File: config.mk
export PLATFORM = sky130hd
export DESIGN_NAME = out_port_tx_flat
export DESIGN_NICKNAME = d
export VERILOG_FILES = /design/src/rtl/hov_pkg.sv /design/src/rtl/out_port_tx_if.sv /design/src/rtl/tx_fifo.sv /design/src/rtl/out_port_tx.sv /design/src/flat_wrapper.sv
export SDC_FILE = /design/constraint.sdc
export NUM_CORES = 1
export LEC_CHECK = 0
export BUFFER_PORTS_ARGS = -buffer_cell sky130_fd_sc_hd__buf_4
export CAP_MARGIN = 40
export CORE_AREA = 2 2 112 168
export DETAILED_ROUTE_END_ITERATION = 10
export DIE_AREA = 0 0 114 170
export PLACE_DENSITY = 0.82
export SYNTH_ARGS = -nofsm -noshare
export SYNTH_HDL_FRONTEND = slang
export SYNTH_SLANG_ARGS = --single-unit
export TNS_END_PERCENT = 100
File: constraint.sdc
create_clock -name clk -period 4.2 [get_ports clk]
set_input_delay 0.63 -clock clk [delete_from_list [all_inputs] [get_ports clk]]
set_output_delay 0.63 -clock clk [all_outputs]
set_load 0.1 [all_outputs]
File: src/rtl/hov_pkg.sv
// Shared definitions for the Hovalaag CPU I/O ports: word width, UART framing
// and the transmit state encoding.
package hov_pkg;

    localparam int WORD_W          = 12;
    localparam int UART_FRAME_BITS = 10;

    typedef enum logic [1:0] {
        IDLE,
        START,
        DATA,
        STOP
    } tx_state_t;

    // A word leaves as two bytes: the zero-padded high nibble first, then the low byte.
    function automatic logic [7:0] word_byte(input logic [WORD_W-1:0] w, input logic sel);
        return sel ? w[7:0] : {4'h0, w[WORD_W-1:8]};
    endfunction

endpackage

File: src/rtl/out_port_tx_if.sv
// CPU-facing write port of out_port_tx: write strobe/data plus FIFO status.
interface out_port_tx_if #(
    parameter int DEPTH_LOG2 = 4
);
    import hov_pkg::*;

    logic                  data_write;
    logic [WORD_W-1:0]     data_in;
    logic                  full;
    logic [DEPTH_LOG2:0]   count;
    logic                  overflow;

    modport master (output data_write, data_in, input full, count, overflow);
    modport slave  (input data_write, data_in, output full, count, overflow);

endinterface

File: src/rtl/tx_fifo.sv
// Dual-pointer word FIFO with occupancy count and a registered head read that
// doubles as the transmitter's hold register.
module tx_fifo
    import hov_pkg::*;
#(
    parameter int DEPTH_LOG2 = 4
) (
    input  logic                  clk,
    input  logic                  rst_n,
    input  logic                  push,
    input  logic [WORD_W-1:0]     push_data,
    input  logic                  pop,
    output logic [WORD_W-1:0]     rd_data,
    output logic [DEPTH_LOG2:0]   count,
    output logic                  full
);

    localparam int DEPTH = 1 << DEPTH_LOG2;

    logic [WORD_W-1:0]     mem [DEPTH];
    logic [DEPTH_LOG2-1:0] wr_ptr;
    logic [DEPTH_LOG2-1:0] rd_ptr;

    assign full = (count == (DEPTH_LOG2 + 1)'(DEPTH));

    // NOTE: storage has no reset; the pointers and count alone define what is valid.
    always_ff @(posedge clk) begin
        if (push) begin
            mem[wr_ptr] <= push_data;
        end
    end

    // NOTE: sequential state uses non-blocking assignments so every register samples pre-edge values.
    always_ff @(posedge clk or negedge rst_n) begin
        if (!rst_n) begin
            wr_ptr  <= '0;
            rd_ptr  <= '0;
            count   <= '0;
            rd_data <= '0;
        end else begin
            if (push) begin
                wr_ptr <= wr_ptr + 1'b1;
            end
            if (pop) begin
                rd_ptr  <= rd_ptr + 1'b1;
                rd_data <= mem[rd_ptr];
            end
            case ({push, pop})
                2'b10:   count <= count + 1'b1;
                2'b01:   count <= count - 1'b1;
                default: count <= count;
            endcase
        end
    end

endmodule

File: src/rtl/out_port_tx.sv
// Hovalaag output port: buffers CPU result words and sends each one as two
// 8N1 UART bytes, high nibble first.
module out_port_tx
    import hov_pkg::*;
#(
    parameter int DEPTH_LOG2   = 4,
    parameter int CLKS_PER_BIT = 868
) (
    input  logic         clk,
    input  logic         rst_n,
    out_port_tx_if.slave wr,
    output logic         busy,
    output logic         txd
);

    localparam int BAUD_W = $clog2(CLKS_PER_BIT);

    tx_state_t          state, state_n;
    logic [BAUD_W-1:0]  baud, baud_n;
    logic [2:0]         bit_idx, bit_idx_n;
    logic               byte_sel, byte_sel_n;
    logic               txd_n;
    logic               baud_end;
    logic               push;
    logic               pop;
    logic [WORD_W-1:0]  hold;
    logic [7:0]         cur_byte_n;

    // Acceptance uses full as it stood before the edge; a same-cycle pop does not free a slot.
    assign push     = wr.data_write && !wr.full;
    assign baud_end = (baud == BAUD_W'(CLKS_PER_BIT - 1));
    assign busy     = (state != IDLE);

    tx_fifo #(
        .DEPTH_LOG2 (DEPTH_LOG2)
    ) u_fifo (
        .clk       (clk),
        .rst_n     (rst_n),
        .push      (push),
        .push_data (wr.data_in),
        .pop       (pop),
        .rd_data   (hold),
        .count     (wr.count),
        .full      (wr.full)
    );

    // NOTE: every always_comb output gets a default first so no path infers a latch.
    always_comb begin
        state_n    = state;
        baud_n     = baud + 1'b1;
        bit_idx_n  = bit_idx;
        byte_sel_n = byte_sel;
        pop        = 1'b0;
        txd_n      = 1'b1;

        case (state)
            IDLE: begin
                baud_n = '0;
                if (wr.count != '0) begin
                    pop        = 1'b1;
                    byte_sel_n = 1'b0;
                    state_n    = START;
                end
            end
            START: begin
                if (baud_end) begin
                    baud_n    = '0;
                    bit_idx_n = 3'd0;
                    state_n   = DATA;
                end
            end
            DATA: begin
                if (baud_end) begin
                    baud_n = '0;
                    if (bit_idx == 3'd7) begin
                        state_n = STOP;
                    end else begin
                        bit_idx_n = bit_idx + 3'd1;
                    end
                end
            end
            STOP: begin
                if (baud_end) begin
                    baud_n = '0;
                    if (!byte_sel) begin
                        byte_sel_n = 1'b1;
                        state_n    = START;
                    end else begin
                        state_n = IDLE;
                    end
                end
            end
            default: state_n = IDLE;
        endcase

        // txd is registered from the next-state view so the pin never glitches on decode.
        cur_byte_n = word_byte(hold, byte_sel_n);
        case (state_n)
            START:   txd_n = 1'b0;
            DATA:    txd_n = cur_byte_n[bit_idx_n];
            default: txd_n = 1'b1;
        endcase
    end

    always_ff @(posedge clk or negedge rst_n) begin
        if (!rst_n) begin
            state       <= IDLE;
            baud        <= '0;
            bit_idx     <= '0;
            byte_sel    <= 1'b0;
            txd         <= 1'b1;
            wr.overflow <= 1'b0;
        end else begin
            state    <= state_n;
            baud     <= baud_n;
            bit_idx  <= bit_idx_n;
            byte_sel <= byte_sel_n;
            txd      <= txd_n;
            if (wr.data_write && wr.full) begin
                wr.overflow <= 1'b1;
            end
        end
    end

endmodule

File: src/flat_wrapper.sv
// flat-port wrapper written by rule: the top's interface ports become plain ports
module out_port_tx_flat import hov_pkg::*;
#(
    parameter int DEPTH_LOG2   = 4,
    parameter int CLKS_PER_BIT = 868
)
  (clk, rst_n, busy, txd, wr_data_write, wr_data_in, wr_full, wr_count, wr_overflow);
  out_port_tx_if #(.DEPTH_LOG2(DEPTH_LOG2)) wr_i ();
  input  logic clk;
  input  logic rst_n;
  output logic busy;
  output logic txd;
  input wire logic [$bits(wr_i.data_write)-1:0] wr_data_write;
  input wire logic [$bits(wr_i.data_in)-1:0] wr_data_in;
  output wire logic [$bits(wr_i.full)-1:0] wr_full;
  output wire logic [$bits(wr_i.count)-1:0] wr_count;
  output wire logic [$bits(wr_i.overflow)-1:0] wr_overflow;
  assign wr_i.data_write = wr_data_write;
  assign wr_i.data_in = wr_data_in;
  assign wr_full = wr_i.full;
  assign wr_count = wr_i.count;
  assign wr_overflow = wr_i.overflow;
  out_port_tx #(.DEPTH_LOG2(DEPTH_LOG2), .CLKS_PER_BIT(CLKS_PER_BIT)) u_core (.clk(clk), .rst_n(rst_n), .wr(wr_i), .busy(busy), .txd(txd));
endmodule
Yosys cells after proc, flatten, opt, wreduce, memory -nomap -nowiden
Memories as Yosys holds them, arrays and structs flattened. A register that Yosys moved wholly into a read port is not among the register bits.
Index checks and enable logic that the tools add are counted.
Widths: inputs -> output; s select.

word-level totals
  flip-flop bits (word level) = 31
  RAM bits = 192
  input port bits = 15
  logic and storage cells = 61
  memories kept = 1

memories
  name               depth  bits a word  read ports  clocked after Yosys merged registers in  wr ports  RTL line       source
  u_core.u_fifo.mem  16     12           1           1                                        1         tx_fifo.sv:20  logic [WORD_W-1:0] mem [DEPTH];

operators by class
  add/sub/neg operators = 6
  magnitude comparators = 1
  eq/ne operators = 10
  multiplexer cells = 25
  reductions and logical operators = 9

operator list
  kind                   number
  $pmux 10 s2            1
  $add 10x1->10 const B  1
  $eq 10x10->1 const B   1
  $mux 10                1
  $mux 2                 5
  $pmux 5 s2             1
  $mux 3                 3
  $add 4x1->4 const B    2
  $eq 2x2->1 const B     4
  $mux 1                 8
  $mux 8                 1
  $pmux 2 s4             1
  $eq 2x1->1 const B     3
  $pmux 3 s2             1
  $add 5x1->5 const B    1
  $eq 5x5->1 const B     1
  $reduce_bool 5->1      1
  $sub 5x1->5 const B    1
  $lt 3x4->1 const B     1
  $pmux 1 s2             2
  $reduce_bool 2->1      2
  $add 3x1->3 const B    1
  $bmux 1 s3             1
  $eq 3x3->1 const B     1
  other kinds (4)        6

Logic depth before layout (Yosys ltp)
  depth after elaboration = 7
  depth in mapped cells = 12
  mapped depth without buffers = 11

Cells and area by module
A second synthesis with hierarchy kept.

second synthesis, totals
  cell total of the unflattened synthesis = 567
  area, all modules = 9952.0 um2

modules (own cells, without submodules)
  module       instances  cells an instance  area each (um2)  seq. area each (um2)
  tx_fifo      1          420                8633.3           6391.1
  out_port_tx  1          147                1318.8           451.7

Least setup slack after synthesis
No wires, ideal clock.

  kind = reg-to-reg
  start = register u_core.u_fifo.count[0]
  end = register u_core.u_fifo.count[4]
  library setup time = 0.163 ns
  data arrival time = 3.291 ns
  required time = 4.037 ns
  slack = 0.746 ns
  stages on the path, launching flop included = 13
  path through = dfrtp_1 nor4_1 nand2b_1 nand2_1 clkinv_1 clkbuf_1 ha_1 fa_1 a21o_1 a21oi_1 xor2_1 nor2_1 xor2_1

on the way
  longest elaborated chain between the ends = 5

ends and longest elaborated chain
  item                                             RTL line           source
  start: declaration                               tx_fifo.sv:14      output logic [DEPTH_LOG2:0] count,
  start signal: assignment                         tx_fifo.sv:49      2'b10: count <= count + 1'b1;
  start signal: assignment                         tx_fifo.sv:50      2'b01: count <= count - 1'b1;
  start signal: assignment                         tx_fifo.sv:51      default: count <= count;
  $reduce_bool 5->1 *                              out_port_tx.sv:59  if (wr.count != '0) begin
  $mux 1 *                                         out_port_tx.sv:59
  $mux 1 *                                         out_port_tx.sv:56  case (state)
  named net u_core.pop                             out_port_tx.sv:25  logic pop;
  $eq 2x1->1 or $eq 2x2->1 (tied branches)         tx_fifo.sv:48      case ({push, pop})
  $pmux 5 s2 or $reduce_bool 2->1 (tied branches)  --

Mark *: on every way through the listed nets, which the timed path passes. The rest lies on a longest branch.
A chain may end at the register's enable or synchronous reset.

Worst setup path after layout
  start = register u_core.u_fifo.count[0]
  end = register u_core.u_fifo.count[4]

on the way
  longest elaborated chain between the ends = 5

ends and longest elaborated chain
  item                                             RTL line
  $reduce_bool 5->1 or $eq 5x5->1 (tied branches)  out_port_tx.sv:59, tx_fifo.sv:24
  $mux 1 or $logic_not 1->1 (tied branches)        out_port_tx.sv:59, out_port_tx.sv:30
  $mux 1 or $logic_and 1x1->1 (tied branches)      out_port_tx.sv:56, out_port_tx.sv:30
  $eq 2x1->1 or $eq 2x2->1 (tied branches)         tx_fifo.sv:48
  $pmux 5 s2 or $reduce_bool 2->1 (tied branches)  --

Parallel ways exist; a longest one is shown, timed or not.

==> impl_metrics.json <==
{
  "status": "complete, no violations",
  "synth_top_family_by_area": "multiplexers",
  "synth_simple_gate_area_share_pct": 6.16,
  "vdd_drop_max_v": 0.000400,
  "maxSlewHeadroom_pct": 49.7,
  "synth-edff-count": 192,
  "drc": 0,
  "crit_path_max_fanout": 12,
  "syn2layout_area_growth_pct": 14.9,
  "synth_cells": 550,
  "crit_type": "flop to flop",
  "cp-end-kind": "flop",
  "fin_skew_ns": 0.0159,
  "totalWireLength_um": 20800,
  "synth.distinct_cells": 61,
  "gr-total-overflow": 0,
  "gr-usage-met2_pct": 40.9,
  "postPlaceCellArea_sq_um": 10400,
  "synth_compound_area_share_pct": 3.79,
  "grt_use_met3_pct": 3.35,
  "min_path_type": "input pin to async pin",
  "setup_tns_ns": 0,
  "setup_viol": 0,
  "first_iter_violations": 586,
  "antennaDiodeCount": 0,
  "ant_nets": 0,
  "yosysWarnings": 0,
  "numClockSinks": 235,
  "synth-xor-area-share_pct": 1.53,
  "grt_max_degree": 44,
  "grt_util_met1_pct": 25.9,
  "port-buffer-count": 23,
  "core_sq_um": 17900,
  "first_pass_iters": 5,
  "dp_hpwl_um": 13500,
  "synth_seq_area_share_pct": 70.3,
  "clock_latency_ns": 0.51,
  "vias": 5149,
  "synth.avg_cell_area_sq_um": 17.7,
  "clockBufferDepth": 3,
  "final_cell_area_sq_um": 11200,
  "fillers": 1215,
  "drv_slew": 0,
  "r2r-start": "u_core.u_fifo.count[0]",
  "post_cts_resized": 0,
  "finalHoldViolCount": 0,
  "fin_cells": 826,
  "rsz0062_at_grt": "no",
  "routabilityCongestion": 0.893,
  "start_util_pct": 54.5,
  "die_x_um": 114,
  "wl_per_cell_um": 25.2,
  "dominantRegCellSynth": "edfxtp_1",
  "reg2regPathDepth": 11,
  "post-route-min-period_ns": 3.18,
  "fin_util_pct": 62.6,
  "io_pins": 24,
  "worstSetupStartpointType": "flop",
  "placed_cells": 786,
  "detail_route.vias_per_cell": 6.23,
  "fmax_mhz": 314,
  "cp.required_ns": 4.60,
  "clk_transition_reported_paths_ns": 0.06,
  "worst_slack_ns": 1.02,
  "synth_seq_cells": 235,
  "cp_data_arrival_time_ns": 3.58,
  "synth_fa_ha_area_share_pct": 2.26,
  "die_area_sq_um": 19400,
  "critical_path.startpoint": "u_core.u_fifo.count[0]",
  "pre_cts_slack_ns": 1.01,
  "antenna_found_initial": 0,
  "power_density_nw_per_um2": 693,
  "cts_hold_buf": 0,
  "tightest_slew_ns": 0.754,
  "grt_pass1_vias": 5509,
  "cts.htree.levels": 1,
  "layout_worst_path_cycle_share_pct": 75.8,
  "numCtsBuffers": 22,
  "drv_cap": 0,
  "postCtsSetupRepairBufs": 0,
  "cts_tree": "yes",
  "reg2reg_slack_ns": 1.02,
  "async_flop_share_pct": 18.3,
  "drive_gt1_share_pct": 28.4,
  "syn_nets": 582,
  "synthMuxAreaShare_pct": 14.3,
  "grt_busiest_layer": "met2",
  "root_buffer": "clkbuf_16",
  "grt_pass1_wl_um": 31900,
  "die_h_um": 170,
  "grt.total_usage_pct": 22.3,
  "row_count": 60,
  "fin_nets": 625,
  "syn_area_sq_um": 9740,
  "power.leakage_nw": 3.92
}
==> through the flow <==
stage | power (W) | hold WS [ns]
floorplan | 0.00490 | 0.334
global placement | 0.00539 | 0.440
detailed placement | 0.00563 | 0.453
CTS | 0.00779 | 0.116
global route | 0.00806 | 0.147
finish | 0.00775 | 0.0879
==> state kept, by name, indices dropped and copies added, names as in the netlist <==
| register | flops |
|---|---|
| u_core.bit_idx | 3 |
| u_core.u_fifo.mem | 192 |
| u_core.u_fifo.wr_ptr | 4 |
| u_core.u_fifo.rd_data | 12 |
| u_core.wr.overflow | 1 |
| u_core.u_fifo.rd_ptr | 4 |
| u_core.byte_sel | 1 |
| u_core.baud | 10 |
| u_core.state | 2 |
| u_core.u_fifo.count | 5 |
| u_core.txd | 1 |
==> worst paths after layout <==
kind,to
max,u_core.u_fifo.count[4]
min,u_core.u_fifo.count[1]
max reg2reg,u_core.u_fifo.count[4]
min reg2reg,u_core.wr.overflow
max in group asynchronous,u_core.u_fifo.rd_ptr[0]
min in group clk,u_core.wr.overflow
==> layout by cell type, fill, tap and decap left out, types with 4 or more instances in the layout <==
cell	count
clkinv_2	4
a21oi_1	8
ha_1	16
clkbuf_16	23
nand2_1	51
nand4_1	4
dfrtp_1	40
edfxtp_1	192
xnor2_1	11
nor2_2	12
buf_4	28
mux4_2	60
clkinv_1	4
buf_6	6
bufinv_16	5
nor3_2	5
inv_1	17
nand2b_1	4
nor2_1	15
buf_8	7
nor3_1	5
o21ai_0	17
nand3_1	7
xor2_1	6
clkinvlp_4	4
nor2b_1	4
==> report_power, final <==
part           switching [W]  total, W  internal (W)  leakage, nW
Sequential          0.000330   0.00321       0.00288         2.27
Combinational        0.00131   0.00239       0.00107         1.27
Clock               0.000852   0.00216       0.00131        0.376
Total                0.00249   0.00775       0.00526         3.92
==> synthesized netlist by cell type (2+ instances only) <==
cell type  instances  share of area, %
a211oi_1           2              0.15
a22oi_1            2              0.15
o221ai_1           2              0.18
ha_1              16               2.1
xor2_1             6              0.54
nor2_1            27               1.0
mux4_2            60                14
buf_1              4              0.15
a21oi_1            8              0.41
or2_2              2              0.13
a21o_1             3              0.23
nand2b_1           4              0.26
nand2_1           51               2.0
mux2i_1            2              0.21
buf_2              2              0.10
inv_1             17              0.66
clkbuf_1          17              0.66
xnor2_1           11              0.99
nand3_1            7              0.36
nor3_1             9              0.46
nand4_1            4              0.26
edfxtp_1         192                59
nor2b_1            4              0.26
dfrtp_1           42                11
mux2_2             2              0.23
and2_1             3              0.19
o21ai_0           17              0.87
==> layout make-up <==
class | instances | area, sq um | share of cell area, %
Tap cell | 217 | 272 | 2.43
Timing Repair Buffer | 43 | 430 | 3.85
Multi-Input combinational cell | 273 | 2780 | 24.9
Inverter | 18 | 67.6 | 0.604
Clock inverter | 16 | 211 | 1.89
Sequential cell | 235 | 6850 | 61.2
Clock buffer | 24 | 579 | 5.18
==> worst max-delay path, cell delays in order (launching register included) <==
cell,delay (ns)
dfrtp_1,0.45
nor4_1,0.43
nand2b_1,0.16
nand2_1,0.36
clkinv_1,0.18
ha_1,0.32
fa_1,0.43
a21o_1,0.17
a21oi_1,0.19
xor2_1,0.17
nor2_1,0.07
xor2_1,0.14
==> metal layers <==
layer	routed length (um)	share of wire [%]
met1	7510	36
met2	11500	55
met3	930	4.5
met4	831	4.0
met5	0	0
==> logic make-up (layout without fill, tap and decap cells) <==
family | after synthesis | after routing
flip-flops | 235 | 235
AO/OA/AOI/OAI | 52 | 52
XOR/XNOR | 17 | 17
AND/OR/NAND/NOR | 123 | 123
adder cells (fa/ha/maj) | 17 | 17
multiplexers | 64 | 64
buffers and inverters | 42 | 101
No activity file was read; power rests on OpenSTA's default activity.
